--- config.mk ---
export PLATFORM = sky130hd
export DESIGN_NAME = stack_queue_display
export DESIGN_NICKNAME = d
export VERILOG_FILES = /design/src/rtl/stack_queue_pkg.sv /design/src/rtl/btn_pulse.sv /design/src/rtl/stack_queue_display.sv
export SDC_FILE = /design/constraint.sdc
export NUM_CORES = 1
export LEC_CHECK = 0
export CAP_MARGIN = 15
export CORE_MARGIN = 5
export CORE_UTILIZATION = 40
export CTS_BUF_LIST = sky130_fd_sc_hd__clkbuf_16
export DETAILED_ROUTE_END_ITERATION = 8
export PLACE_DENSITY = 0.57
export SLEW_MARGIN = 15
export SYNTH_ARGS = -nofsm -noshare
export SYNTH_HDL_FRONTEND = slang
export SYNTH_HIERARCHICAL = 1
export SYNTH_SLANG_ARGS = --single-unit
--- constraint.sdc ---
create_clock -name clk -period 5.3 [get_ports clk]
set_clock_uncertainty 0.2 [all_clocks]
set_input_delay 1.59 -clock clk [delete_from_list [all_inputs] [get_ports clk]]
set_output_delay 1.59 -clock clk [all_outputs]
set_load 0.005 [all_outputs]
--- src/rtl/stack_queue_pkg.sv ---
`default_nettype none
// +-----------------------------------------------------------------------+
// | Module  : stack_queue_pkg                                             |
// | Brief   : Mode type and seven-segment encoding shared by the design.  |
// | Rev     : 1.0                                                         |
// +-----------------------------------------------------------------------+
package stack_queue_pkg;

    typedef enum logic {
        LIFO = 1'b0,
        FIFO = 1'b1
    } mode_e;

    // Segment patterns {g,f,e,d,c,b,a}, indexed by hex digit (entry 0 is the LSB slice).
    localparam logic [15:0][6:0] SEG_HEX = {
        7'h71, 7'h79, 7'h5E, 7'h39, 7'h7C, 7'h77, 7'h6F, 7'h7F,
        7'h07, 7'h7D, 7'h6D, 7'h66, 7'h4F, 7'h5B, 7'h06, 7'h3F
    };

    localparam logic [6:0] SEG_DASH = 7'h40;

    function automatic logic [6:0] hex_to_seg(input logic [3:0] digit);
        return SEG_HEX[digit];
    endfunction

endpackage
`default_nettype wire

--- src/rtl/btn_pulse.sv ---
`default_nettype none
// +-----------------------------------------------------------------------+
// | Module  : btn_pulse                                                   |
// | Brief   : Synchronise and debounce a raw button; one pulse per press. |
// | Rev     : 1.0                                                         |
// +-----------------------------------------------------------------------+
module btn_pulse #(
    parameter int DEB_CYCLES = 16
) (
    input  logic clk,
    input  logic reset,
    input  logic btn,
    output logic pulse
);

    localparam int CW = $clog2(DEB_CYCLES);

    logic          r_sync0;
    logic          r_sync1;
    logic          r_stable;
    logic [CW-1:0] r_cnt;
    logic          r_pulse;

    // A new level is accepted on its DEB_CYCLES-th consecutive differing cycle.
    always_ff @(posedge clk) begin
        if (reset) begin
            r_sync0  <= 1'b0;
            r_sync1  <= 1'b0;
            r_stable <= 1'b0;
            r_cnt    <= '0;
            r_pulse  <= 1'b0;
        end else begin
            r_sync0 <= btn;
            r_sync1 <= r_sync0;
            r_pulse <= 1'b0;
            if (r_sync1 != r_stable) begin
                if (r_cnt == CW'(DEB_CYCLES - 1)) begin
                    r_stable <= r_sync1;
                    r_cnt    <= '0;
                    r_pulse  <= r_sync1;
                end else begin
                    r_cnt <= r_cnt + 1'b1;
                end
            end else begin
                r_cnt <= '0;
            end
        end
    end

    assign pulse = r_pulse;

endmodule
`default_nettype wire

--- src/rtl/stack_queue_display.sv ---
`default_nettype none
// +-----------------------------------------------------------------------+
// | Module  : stack_queue_display                                         |
// | Brief   : Button-driven LIFO/FIFO with hex seven-segment readout.     |
// |           Optional sticky err output: STACK_QUEUE_ERR_FLAG_EN.        |
// | Rev     : 1.0                                                         |
// +-----------------------------------------------------------------------+
module stack_queue_display
    import stack_queue_pkg::*;
#(
    parameter int WIDTH      = 4,
    parameter int DEPTH      = 8,
    parameter int DEB_CYCLES = 16
) (
    input  logic                       clk,
    input  logic                       reset,
    input  logic                       btn,
    input  logic                       enable,
    input  logic                       push_pop,
    input  logic                       mode,
    input  logic [WIDTH-1:0]           data_in,
    output logic                       full,
    output logic                       empty,
    output logic [$clog2(DEPTH):0]     count,
    output logic [WIDTH-1:0]           data_out,
`ifdef STACK_QUEUE_ERR_FLAG_EN
    output logic                       err,
`endif
    output logic [6:0]                 Sout
);

    localparam int PW = $clog2(DEPTH);
    localparam int CW = PW + 1;

    logic [WIDTH-1:0] r_mem [DEPTH];
    logic [PW-1:0]    r_head;
    logic [PW-1:0]    r_tail;
    logic [CW-1:0]    r_count;
    mode_e            r_mode;

    logic             w_op;
    logic             w_full;
    logic             w_empty;
    logic             w_push;
    logic             w_pop;
    logic [PW-1:0]    w_tail_inc;
    logic [PW-1:0]    w_tail_dec;
    logic [PW-1:0]    w_head_inc;
    logic [PW-1:0]    w_rd_idx;

    btn_pulse #(
        .DEB_CYCLES (DEB_CYCLES)
    ) u_btn_pulse (
        .clk   (clk),
        .reset (reset),
        .btn   (btn),
        .pulse (w_op)
    );

    assign w_full  = (r_count == CW'(DEPTH));
    assign w_empty = (r_count == '0);
    assign w_push  = w_op & enable & push_pop & ~w_full;
    assign w_pop   = w_op & enable & ~push_pop & ~w_empty;

    // Explicit wrap so non-power-of-two depths stay in range.
    assign w_tail_inc = (r_tail == PW'(DEPTH - 1)) ? '0 : r_tail + 1'b1;
    assign w_tail_dec = (r_tail == '0) ? PW'(DEPTH - 1) : r_tail - 1'b1;
    assign w_head_inc = (r_head == PW'(DEPTH - 1)) ? '0 : r_head + 1'b1;

    always_ff @(posedge clk) begin
        if (reset) begin
            r_head  <= '0;
            r_tail  <= '0;
            r_count <= '0;
            r_mode  <= LIFO;
        end else begin
            if (w_empty) begin
                r_mode <= mode_e'(mode);
            end
            if (w_push) begin
                r_tail  <= w_tail_inc;
                r_count <= r_count + 1'b1;
            end else if (w_pop) begin
                if (r_mode == FIFO) begin
                    r_head <= w_head_inc;
                end else begin
                    r_tail <= w_tail_dec;
                end
                r_count <= r_count - 1'b1;
            end
        end
    end

    always_ff @(posedge clk) begin
        if (!reset && w_push) begin
            r_mem[r_tail] <= data_in;
        end
    end

`ifdef STACK_QUEUE_ERR_FLAG_EN
    logic r_err;

    always_ff @(posedge clk) begin
        if (reset) begin
            r_err <= 1'b0;
        end else if (w_op && enable && ((push_pop && w_full) || (!push_pop && w_empty))) begin
            r_err <= 1'b1;
        end
    end

    assign err = r_err;
`endif

    assign w_rd_idx = (r_mode == FIFO) ? r_head : w_tail_dec;
    assign full     = w_full;
    assign empty    = w_empty;
    assign count    = r_count;
    assign data_out = w_empty ? '0 : r_mem[w_rd_idx];
    assign Sout     = w_empty ? SEG_DASH : hex_to_seg(data_out[3:0]);

endmodule
`default_nettype wire
* Word level (Yosys, flattened, before mapping) *
Memory sizes are Yosys's and may differ from the RTL's.
Index checks and enable logic that the tools add are counted.

cells by class
  reduce and logical (&&, ||, !) cells = 10
  equality and inequality tests = 6
  muxes and demuxes = 14
  add/subtract/negate cells = 6
  magnitude comparators = 1
  bitwise logic cells = 11

operator list
  operator                                                     count
  2-to-1 mux 3 bit                                             7
  2-to-1 mux 7 bit                                             2
  2-to-1 mux 4 bit                                             3
  adder 4 x 1 -> 4 bit (second input constant)                 2
  equality test 4 bit (second input constant)                  2
  adder 3 x 1 -> 3 bit (second input constant)                 2
  equality test 3 bit (second input constant)                  2
  inverter 1 bit                                               6
  OR reduction 3 bit                                           2
  bitwise AND 1 bit                                            5
  less-than comparator 4 x 5 -> 1 bit (second input constant)  1
  zero test 4 bit                                              1
  AND reduction 2 bit                                          2
  subtractor 4 x 1 -> 4 bit (second input constant)            1
  zero test 3 bit                                              1
  AND reduction 3 bit                                          1
  subtractor 3 x 1 -> 3 bit (second input constant)            1
  2-to-1 mux 1 bit                                             2
  inequality test 2 x 1 -> 1 bit (second input constant)       1
  nonzero test 2 bit                                           1
  logical AND 1 bit                                            1
  zero test 1 bit                                              1
  inequality test 1 bit                                        1

storage, ports and cells
  bits in registers = 19
  memory bits (read-only) = 112
  memory bits (writable) = 32
  input port bits = 10
  memories = 2

memory list
  name              words  width  rd ports  clocked after Yosys merged registers in  wr ports  line                       RTL
  (name not given)  16     7      1         0                                        0         stack_queue_pkg.sv:23      return SEG_HEX[digit];
  r_mem             8      4      1         0                                        1         stack_queue_display.sv:35  logic [WIDTH-1:0] r_mem [DEPTH];

* Logic depth before layout (Yosys ltp) *
An unclocked memory read counts as a cell.

  depth in word-level cells = 8
  gate-level depth with buffers = 15

* Modules after synthesis *
The synthesis kept the hierarchy.

modules (own cells, without submodules)
  module               cells each  sequential area each (sq um)  area an instance (sq um)  instances
  stack_queue_display  202         1181.1                        2368.5                    1
  btn_pulse            25          160.2                         281.5                     1

* Least setup slack after synthesis *
Ideal clock, no wire load.

  kind = register to output
  start = register r_tail[0]
  end = output Sout[5]
  arrival time = 3.337 ns
  buffers on the path = 1
  cell stages (with the launch flop) = 14
  setup slack = 0.173 ns
  path through = dfxtp_1 -> inv_2 -> ha_1 -> ha_1 -> or3b_4 -> and2_4 -> buf_6 -> nand2_1 -> o2bb2ai_1 -> nor4_1 -> inv_1 -> ha_1 -> mux2_4 -> a221oi_2

between the ends
  cells in the longest elaborated chain, start to end = 8

ends and longest elaborated chain
  what                                                          line                        RTL
  start, declared                                               stack_queue_display.sv:37   logic [PW-1:0] r_tail;
  start signal, assigned                                        stack_queue_display.sv:81   r_tail <= w_tail_inc;
  start signal, assigned                                        stack_queue_display.sv:87   r_tail <= w_tail_dec;
  subtractor 3 x 1 -> 3 bit or zero test 3 bit (tied branches)  stack_queue_display.sv:67   assign w_tail_dec = (r_tail == '0) ? PW'(DEPTH - 1) : r_tail - 1'b1;
  2-to-1 mux 3 bit (*)                                          stack_queue_display.sv:67
  2-to-1 mux 3 bit (*)                                          stack_queue_display.sv:114  assign w_rd_idx = (r_mode == FIFO) ? r_head : w_tail_dec;
  memory (8 x 4 bit) (*)                                        --
  2-to-1 mux 4 bit (*)                                          stack_queue_display.sv:118  assign data_out = w_empty ? '0 : r_mem[w_rd_idx];
  named net data_out[1]                                         stack_queue_display.sv:25   output logic [WIDTH-1:0] data_out,
  memory (16 x 7 bit) (*)                                       --
  2-to-1 mux 7 bit (implied by the code) (*)                    stack_queue_pkg.sv:23
  2-to-1 mux 7 bit (*)                                          stack_queue_display.sv:119  assign Sout = w_empty ? SEG_DASH : hex_to_seg(data_out[3:0]);
  end, declared                                                 stack_queue_display.sv:29   output logic [6:0] Sout

The timed path passes the listed nets; every way through them passes the cells marked *. The select of a mux whose other input is x is not followed.

* Final worst setup path *
  start = register r_tail[1]
  end = output Sout[5]

between the ends
  cells in the longest elaborated chain, start to end = 8

ends and longest elaborated chain
  what                                                          line
  subtractor 3 x 1 -> 3 bit or zero test 3 bit (tied branches)  stack_queue_display.sv:67
  2-to-1 mux 3 bit (*)                                          stack_queue_display.sv:67
  2-to-1 mux 3 bit (*)                                          stack_queue_display.sv:114
  memory (8 x 4 bit) (*)                                        --
  2-to-1 mux 4 bit (*)                                          stack_queue_display.sv:118
  memory (16 x 7 bit) (*)                                       --
  2-to-1 mux 7 bit (implied by the code) (*)                    stack_queue_pkg.sv:23
  2-to-1 mux 7 bit (*)                                          stack_queue_display.sv:119

Every way passes the cells marked *; elsewhere a longest branch is shown, timed or not. The select of a mux whose other input is x is not followed.

==> run summary <==
Num ports -> 27
Yosys reg bits -> 51
DIE HEIGHT -> 91.4 µm
Detail Placement HPWL -> 3950 µm
Share of layout cells above drive strength 1 -> 17.3%
CP endpoint -> Sout[5]
Root Driver -> clkbuf_16
Synth Instances -> 227
Routed Antenna Nets -> 0
Async SR Flop Fraction -> 0%
Final Worst Setup Slack -> 0.186 ns
Clock Pin Slew Worst Setup and Hold Paths -> 0.07 ns
Final Hold Viols -> 0
Number of antenna diodes -> 0
Post-CTS Hold Buffers -> 0
Initial Util -> 41.5%
Post-DR wirelength/cell -> 15.3 µm
CTS tree -> done
Worst Path Required -> 3.51 ns
Pwr/cell area -> 242 mW/mm²
Clk Latency, worst-skew pair -> 0.29 ns
Netlist Area Pre-Place -> 0.00265 mm²
DRC Markers -> 0
Syn_area_per_cell -> 11.7 µm²
Fin crit share -> 96.5%
Lkg Pwr -> 1.27 nW
WL final -> 5230 µm
First-pass GRT wire length -> 8580 µm
Leading area contributor after synthesis -> edfxtp_1
Register area share after synthesis -> 50.6%
Most common cell after layout, fill and taps aside -> edfxtp_1
Setup WS pre-CTS -> 0.108 ns
Post-synth EDFFs -> 32
Fin cells -> 343
Cts bufs inserted -> 5
Post-synthesis cell type count -> 53
FMAX -> 0.196 GHz
Most frequent cells in the layout -> 32 x edfxtp_1, 31 x nor2_1, 19 x dfxtp_1, 19 x clkdlybuf4s50_1, 15 x ha_1
Syn-to-layout area delta -> 22.2%
Worst-case clock buffer depth -> 2
GRT Overall Usage -> 12.9%
Die width -> 91.4 µm
Buffers on Ports -> 26
DRT iter0 DRCs -> 49
Rows -> 29
WP data arrival -> 3.32 ns
CP endpoint kind -> output pin
Via density -> 5.12
Gp weighted congestion -> 0.830
Vias in the first global route -> 1714
Fill cells -> 563
Core Box Area -> 0.00639 mm²
Outcome -> finished clean
Normalized max-slew margin -> 47.6%
Worst setup SP type -> register
FF-to-FF Start -> count[0]
Worst r2r dst -> count[3]
Hold Path Class -> reg -> reg
Final Total Pwr -> 0.000784 W
Reg2Reg Depth -> 14
Internal reg-to-reg setup slack -> 2.23 ns
Die ar. -> 0.00835 mm²
Cells after DPL -> 333
Critical path type -> reg -> out
VDD IR max -> 0.179 mV
Synth warn -> 6
TritonCTS Sinks -> 51
NumNets Final -> 292
Ys flop type -> edfxtp_1
Post-synth top area share -> 36.3%
Initial DRT Pass Iterations -> 4
Critical Path Fanout Max -> 6
Slew @ Worst Pin -> 0.776 ns
Syn Nets -> 254
Max-cap violations -> 0
Final slew viol count -> 0
Routed vias -> 1755
Synth top area cells -> edfxtp_1 36%, dfxtp_1 14%, ha_1 7.6%, nor2_1 4.4%, mux2i_1 3.8%
# setup viols final -> 0
Crit path time final -> 5.11 ns
GRT overflow -> 0
RSZ-0062 raised after global routing -> false
Initial antenna violation count -> 0
Final TNS setup -> 0 ns
# H-tree levels -> 2
CP Launch Point -> r_tail[1]
Pin count of the biggest net entering global routing -> 21
-- sequential cells by signal (all words and copies together) (netlist names) --
register              count
u_btn_pulse/r_stable      1
r_mode                    1
u_btn_pulse/r_sync0       1
u_btn_pulse/r_sync1       1
u_btn_pulse/r_cnt         4
count                     4
u_btn_pulse/pulse         1
r_mem                    32
r_head                    3
r_tail                    3
-- metal layers --
layer  track usage (%)  part of all wire, %  up-vias
li1                  -                    -      909
met1              17.2                   49      815
met2              20.2                   46       25
met3              2.98                  3.4        6
met4              4.77                  1.6        0
met5                 0                    0        -
-- worst min path at each step --
| stage | cells after the start | endpoint | slack [ns] | start |
|---|---|---|---|---|
| floorplan | 1 | u_btn_pulse/r_sync1 | 0.21 | u_btn_pulse/r_sync0 |
| global placement | 1 | u_btn_pulse/r_sync1 | 0.22 | u_btn_pulse/r_sync0 |
| detailed placement | 1 | u_btn_pulse/r_sync1 | 0.24 | u_btn_pulse/r_sync0 |
| CTS | 1 | u_btn_pulse/r_cnt[0] | 0.25 | u_btn_pulse/r_cnt[0] |
| global route | 1 | u_btn_pulse/r_sync1 | 0.27 | u_btn_pulse/r_sync0 |
| finish | 1 | u_btn_pulse/r_sync1 | 0.25 | u_btn_pulse/r_sync0 |
-- where the power goes --
part / leakage (nW) / switching [W] / internal (W)
sequential: 0.441 / 0.00000166 / 0.000422
clock: 0.0674 / 0.000134 / 0.000174
combinational: 0.766 / 0.0000279 / 0.0000249
-- Yosys cell counts, types with 2 or more instances --
library cell / n
a211o_1: 2
a211oi_1: 6
a21oi_1: 8
a221oi_1: 3
a31oi_1: 2
buf_6: 2
dfxtp_1: 19
edfxtp_1: 32
ha_1: 16
inv_1: 11
mux2_2: 6
mux2_4: 3
mux2i_1: 10
mux4_2: 4
nand2_1: 15
nand2b_1: 2
nand3_1: 3
nor2_1: 31
nor2b_1: 2
nor3_1: 8
nor4b_1: 2
o21ai_0: 3
or3_1: 3
xnor2_1: 3
xor2_1: 3
-- cell families after synthesis --
| logic type | Yosys count | synth area share (%) |
|---|---|---|
| AO/OA/AOI/OAI | 34 | 9.63 |
| XOR/XNOR | 6 | 1.98 |
| adder cells (fa/ha/maj) | 17 | 8.31 |
| buffers and inverters | 19 | 3.45 |
| flip-flops | 51 | 50.6 |
| multiplexers | 24 | 11.9 |
| AND/OR/NAND/NOR | 76 | 14.1 |
-- repair_timing --
item,CTS,global route
pin swaps,0,2
endpoints found under the setup margin,6,5
gates resized for setup,7,10
setup buffers,1,1
-- through the flow --
| step | instance area (µm²) | utilization, % | hold slack (ns) |
|---|---|---|---|
| floorplan | 2650 | - | 0.214 |
| global placement | 3030 | 47.5 | 0.217 |
| detailed placement | 3030 | 47.5 | 0.236 |
| CTS | 3190 | 50.0 | 0.248 |
| global route | 3240 | 50.7 | 0.268 |
| finish | 3240 | 50.7 | 0.246 |
-- final cells by class --
| type | instances | area [µm²] | share of cell area, % |
|---|---|---|---|
| Sequential cell | 51 | 1340 | 41.4 |
| Multi-Input combinational cell | 157 | 1260 | 38.8 |
| Timing Repair Buffer | 37 | 349 | 10.8 |
| Clock buffer | 5 | 125 | 3.86 |
| Tap cell | 77 | 96.3 | 2.98 |
| Inverter | 13 | 48.8 | 1.51 |
| Clock inverter | 3 | 20.0 | 0.618 |
-- critical path, cell delays in order, from the launching register on --
cell	delay [ns]
dfxtp_1	0.36
inv_1	0.09
ha_1	0.19
ha_1	0.29
inv_1	0.06
mux2_4	0.31
mux4_2	0.31
mux2i_2	0.19
or2_4	0.15
inv_1	0.08
ha_1	0.24
mux2_4	0.28
a221oi_2	0.26
dlygate4sd2_1	0.26
(Power assumes the default switching activity.)
==> RTL change 1: new RTL, same settings <==
Add a define of `STACK_QUEUE_ERR_FLAG_EN`.
--- a/src/rtl/stack_queue_display.sv
+++ b/src/rtl/stack_queue_display.sv
@@ -6,4 +6,6 @@
 // | Rev     : 1.0                                                         |
 // +-----------------------------------------------------------------------+
+`define STACK_QUEUE_ERR_FLAG_EN
+
 module stack_queue_display
     import stack_queue_pkg::*;
Formal check against the unedited RTL (old outputs only; new: err): equivalent (equiv_simple and equiv_induct, registers matched by name and starting in step).
==> RTL change 1 against the original RTL <==
Area after synthesis is 5.1% higher. Wire length rose by 11%. Die area up 4.5%. Count of clock-buffer cells in the layout stayed put. Clock power increased by 10%. Sequential cell count is 1 higher. First-iteration DRC count up 110%. Cell count up 12%. Worst setup slack better by 0.036 ns. Total power grew 5.0%. Sequential power up 2%. Final area is 6.5% higher. Utilization about the same.
==> RTL change 1: results (changes against the original RTL) <==
[critical_path]
critPathTopFamily = buffers and inverters
max_stage_delay_ns = 0.49  ; +0.13 ns
path_max_fanout = 5  ; -1
worst_ep_arrival_time_ns = 3.29  ; -0.03 ns

[finish]
drive_gt1_frac = 0.191  ; +0.0180
nets = 314  ; +7.5%
instances_no_fill = 384  ; +12%

[placement]
gp_congestion = 0.757  ; -8.9%
dp.cells = 370  ; +11%
hpwl_mm = 4.14  ; +4.8%

[synth]
syn_avg_cell_area_um2 = 11.3  ; -3.1%
synth_nets = 273  ; +7.5%
yosys-top-cells-area = edfxtp_1, dfxtp_1, ha_1, mux2i_1, nor2_1
yosysUniqueCellTypes = 52  ; -1.9%
seq_area_frac_synth = 0.489  ; -0.0171
yosys_warnings = 6  ; unchanged

[status]
status = completed

[global_route]
gr-usage-all-layers = 0.139  ; +0.00994
grt_antenna_before_repair = 0  ; unchanged
grt_max_degree = 23  ; +9.5%
grt_pass1_vias = 1823  ; +6.4%
grt_pass1_wl_mm = 9.31  ; +8.5%

[power_and_ir_drop]
irDropWorstVdd_mv = 0.140  ; -22%
p_leak_uw = 0.00133  ; +4.5%
p_switching_uw = 188  ; +15%

[routing]
wl_per_cell_um = 15.2  ; -0.48%
drt-initial-drc-count = 105  ; +110%
vias = 1948  ; +11%

[sta]
relSlewSlack = 0.456  ; -0.0195

==> RTL change 1: changes by cell type in the layout (fill, tap and decap cells not counted), moves of 3 or more <==
cell / change
a221oi_1: -3
a22o_1: +3
mux2_4: -4
mux2i_1: +8
nand3_1: +3
nor2_1: -4
nor2b_1: +3
o21ai_0: +3
==> RTL change 1: power by group through the flow <==
stage                     logic [uW]  registers (uW)  clock network [uW]
after floorplan                 31.4             439                   0
after detailed placement        48.9             441                   0
after global routing            56.7             431                 367
final                           52.0             431                 340
after CTS                       49.4             431                 352
after global placement          48.6             441                   0
==> RTL change 1: worst paths after layout <==
kind                  startpoint             endpoint  slack (ns)  cells past startpoint
min reg2reg  u_btn_pulse/r_sync0  u_btn_pulse/r_sync1        0.24                      1
max                    r_tail[0]              Sout[0]        0.22                     14
max reg2reg             count[0]             count[3]        2.19                     12
min          u_btn_pulse/r_sync0  u_btn_pulse/r_sync1        0.24                      1
==> RTL change 1: kinds of logic after synthesis <==
family,Yosys count,share of synthesized area
and+or+nand+nor,81,0.158
DFF,52,0.489
AOI/OAI and AO/OA,46,0.120
muxes,24,0.0993
buffers and inverters,20,0.0355
adders and majority gates,17,0.0791
xor gates and xnor gates,6,0.0189
==> RTL change 1: through the flow <==
step                      hold WS [ns]  power, uW  setup WS, ns  instance area, um^2
after floorplan                  0.214        471         0.543                 2780
after global placement           0.223        489         0.158                 3200
after detailed placement         0.231        489         0.107                 3200
after CTS                        0.248        833        0.0137                 3370
after global routing             0.273        855        0.0393                 3450
final                            0.242        824         0.222                 3450
==> RTL change 1: final cells by class <==
cell class | count | area [um^2] | share of cell area
timing repair buffer | 41 | 388 | 0.112
clock inverter | 3 | 28.8 | 0.00835
multi-input combinational | 174 | 1370 | 0.398
tap | 96 | 120 | 0.0348
clock buffer | 5 | 125 | 0.0363
sequential | 52 | 1360 | 0.396
inverter | 13 | 48.8 | 0.0142
==> RTL change 1: what timing repair did <==
item / in CTS / in global routing
pin swaps: 3 / 5
gates cloned: 0 / 0
endpoints found under the setup margin: 7 / 6
buffers inserted: 3 / 3
resized for setup: 9 / 16
==> RTL change 1: layer usage <==
layer | vias to the layer above | GRT usage | wire (um)
met5 | - | 0 | 0
met4 | 0 | 0.0513 | 67
met3 | 5 | 0.0282 | 222
met2 | 33 | 0.218 | 2710
met1 | 926 | 0.188 | 2830
li1 | 984 | - | -
==> RTL change 1: worst register-to-register path: stages, from the launching register on <==
cell and delay [ns]:
dfxtp_1 0.49, nor3_1 0.17, nand2_1 0.09, inv_1 0.06, nor3b_2 0.29, clkinv_1 0.38
ha_1 0.41, a21o_1 0.17, a21oi_1 0.27, mux2i_1 0.22, nor3_1 0.06, a21oi_1 0.12
nor2_1 0.05
==> RTL change 2: new RTL, same flow settings <==
Made on the original files. Register the output `count` once more, without a reset; this adds one clock of latency there. The other outputs are not delayed to match.
--- a/src/rtl/stack_queue_display.sv
+++ b/src/rtl/stack_queue_display.sv
@@ -115,5 +115,7 @@
     assign full     = w_full;
     assign empty    = w_empty;
-    assign count    = r_count;
+    always_ff @(posedge clk) begin
+        count <= r_count;
+    end
     assign data_out = w_empty ? '0 : r_mem[w_rd_idx];
     assign Sout     = w_empty ? SEG_DASH : hex_to_seg(data_out[3:0]);
Behaviour: no difference found for any inputs over 10 cycles, from zero or initial values and one cycle with reset high; that may be too few to reach the edited logic, so the function may still have changed.
==> RTL change 2 against the original RTL <==
Worst hold slack got worse by 0.056 ns. Wire length increased by 3.4%. Final area increased by 5.0%. Count of clock-buffer cells in the layout unchanged. Total power increased by 6.7%. Sequential share of layout area increased by 0.43 points. Worst setup slack got worse by 0.095 ns. Non-clock buffer count increased by 5. Critical path type unchanged. Area after synthesis increased by 2.3%. Sequential cell count increased by 4. Register-to-register slack improved by 0.27 ns. Global-route usage about the same. Fmax decreased by 1.8%.
==> RTL change 2: results (changes against the original RTL) <==
[finish]
nets = 304  ; +4.1%
drive_gt1_frac = 0.219  ; +0.0465
fillers = 614  ; +9.1%

[clocking]
cts_setup_buffers = 1  ; unchanged
cts_resized = 8  ; +1
clkTransAtPathRegs_ns = 0.07  ; about the same

[hold_path]
hp-class = flop to flop
whs_endpoint = count[3]
hp-start = r_count[3]
whs_path_depth = 0  ; -1

[power_and_ir_drop]
p_comb_frac = 0.062  ; -0.005
p_sw_frac = 0.215  ; +0.00716
p_per_area_mw_per_mm2 = 246  ; +1.6%
irDropWorstVdd_mv = 0.126  ; -30%
p_leak_uw = 0.00125  ; -1.7%
power_frac_seq = 0.542  ; about the same

[status]
status = completed

[sta]
setup_ws_ns = 0.0918  ; -0.0946 ns
finalHoldWorstSlack_ns = 0.190  ; -0.0558 ns
relSlewSlack = 0.535  ; +0.0594

[routing]
wl_met1_mm = 2.56  ; -0.78%
wl_per_cell_um = 15.1  ; -0.97%
wl_met3_um = 227  ; +26%
routed_wl_mm = 5.41  ; +3.4%
highest_layer = met4
route.met2.wl_mm = 2.52  ; +5.6%
drt-initial-drc-count = 89  ; +82%
vias = 1898  ; +8.1%

[synth]
synth-async-reset-ratio = 0  ; unchanged
yosysUniqueCellTypes = 56  ; +5.7%
synth_top_cells_by_count = edfxtp_1, dfxtp_1, nor2_1
synth_nets = 263  ; +3.5%
postSynthCellCount = 236  ; +4.0%
seq_area_frac_synth = 0.524  ; +0.0181
synth-edff-count = 32  ; unchanged
yosys-top-cells-area = edfxtp_1, dfxtp_1, ha_1, mux4_2, nor2_1

[critical_path]
critPathTopFamily = buffers and inverters
r2r_setup_slack_ns = 2.50  ; +0.27 ns
rr_startpoint = r_count[0]
path_max_fanout = 8  ; +2
crit_slowest_cell = clkdlybuf4s50_1
r2r-end = r_count[3]
crit_path_end = Sout[1]
startpoint = r_tail[1]
worst_ep_arrival_time_ns = 3.42  ; +0.10 ns
max_stage_delay_ns = 0.57  ; +0.21 ns
rr_worst_depth = 11  ; -3

[placement]
gp_congestion = 0.866  ; +4.3%
dpl_cell_area_mm2 = 0.00313  ; +3.1%
hpwl_mm = 4.01  ; +1.4%
pre_cts_slack_ns = 0.200  ; +0.0918 ns
dp.cells = 347  ; +4.2%

[global_route]
grt_pass1_wl_mm = 8.68  ; +1.2%
grt_antenna_before_repair = 0  ; unchanged
gr-usage-all-layers = 0.129  ; +0.000484
overflow = 0  ; unchanged
use_met2 = 0.206  ; +0.00377
grt_util_met3 = 0.0292  ; -0.000508
use_met1 = 0.169  ; -0.00279
grt_pass1_vias = 1815  ; +5.9%

==> RTL change 2: changes by cell type in the layout (fill, tap and decap cells not counted), moves of 5 or more <==
cell             before  now
nor2_1               31   20
buf_4                11   16
mux2_4                5    0
clkdlybuf4s50_1      19   24
nand2_1              14   20
==> RTL change 2: kinds of logic after synthesis <==
family / synth area share
AND/OR/NAND/NOR: 0.175
flip-flops: 0.524
AO/OA/AOI/OAI: 0.114
buffers and inverters: 0.0300
adder cells (fa/ha/maj): 0.0812
multiplexers: 0.0554
XOR/XNOR: 0.0194
==> RTL change 2: final cells by class <==
type                       count  area, um^2  share of cell area
clock inverter                 3        26.3             0.00773
timing repair buffer          42         385               0.113
inverter                      10        37.5              0.0110
clock buffer                   5         125              0.0368
multi-input combinational    163        1300               0.383
tap                           80         100              0.0294
sequential                    55        1420               0.418
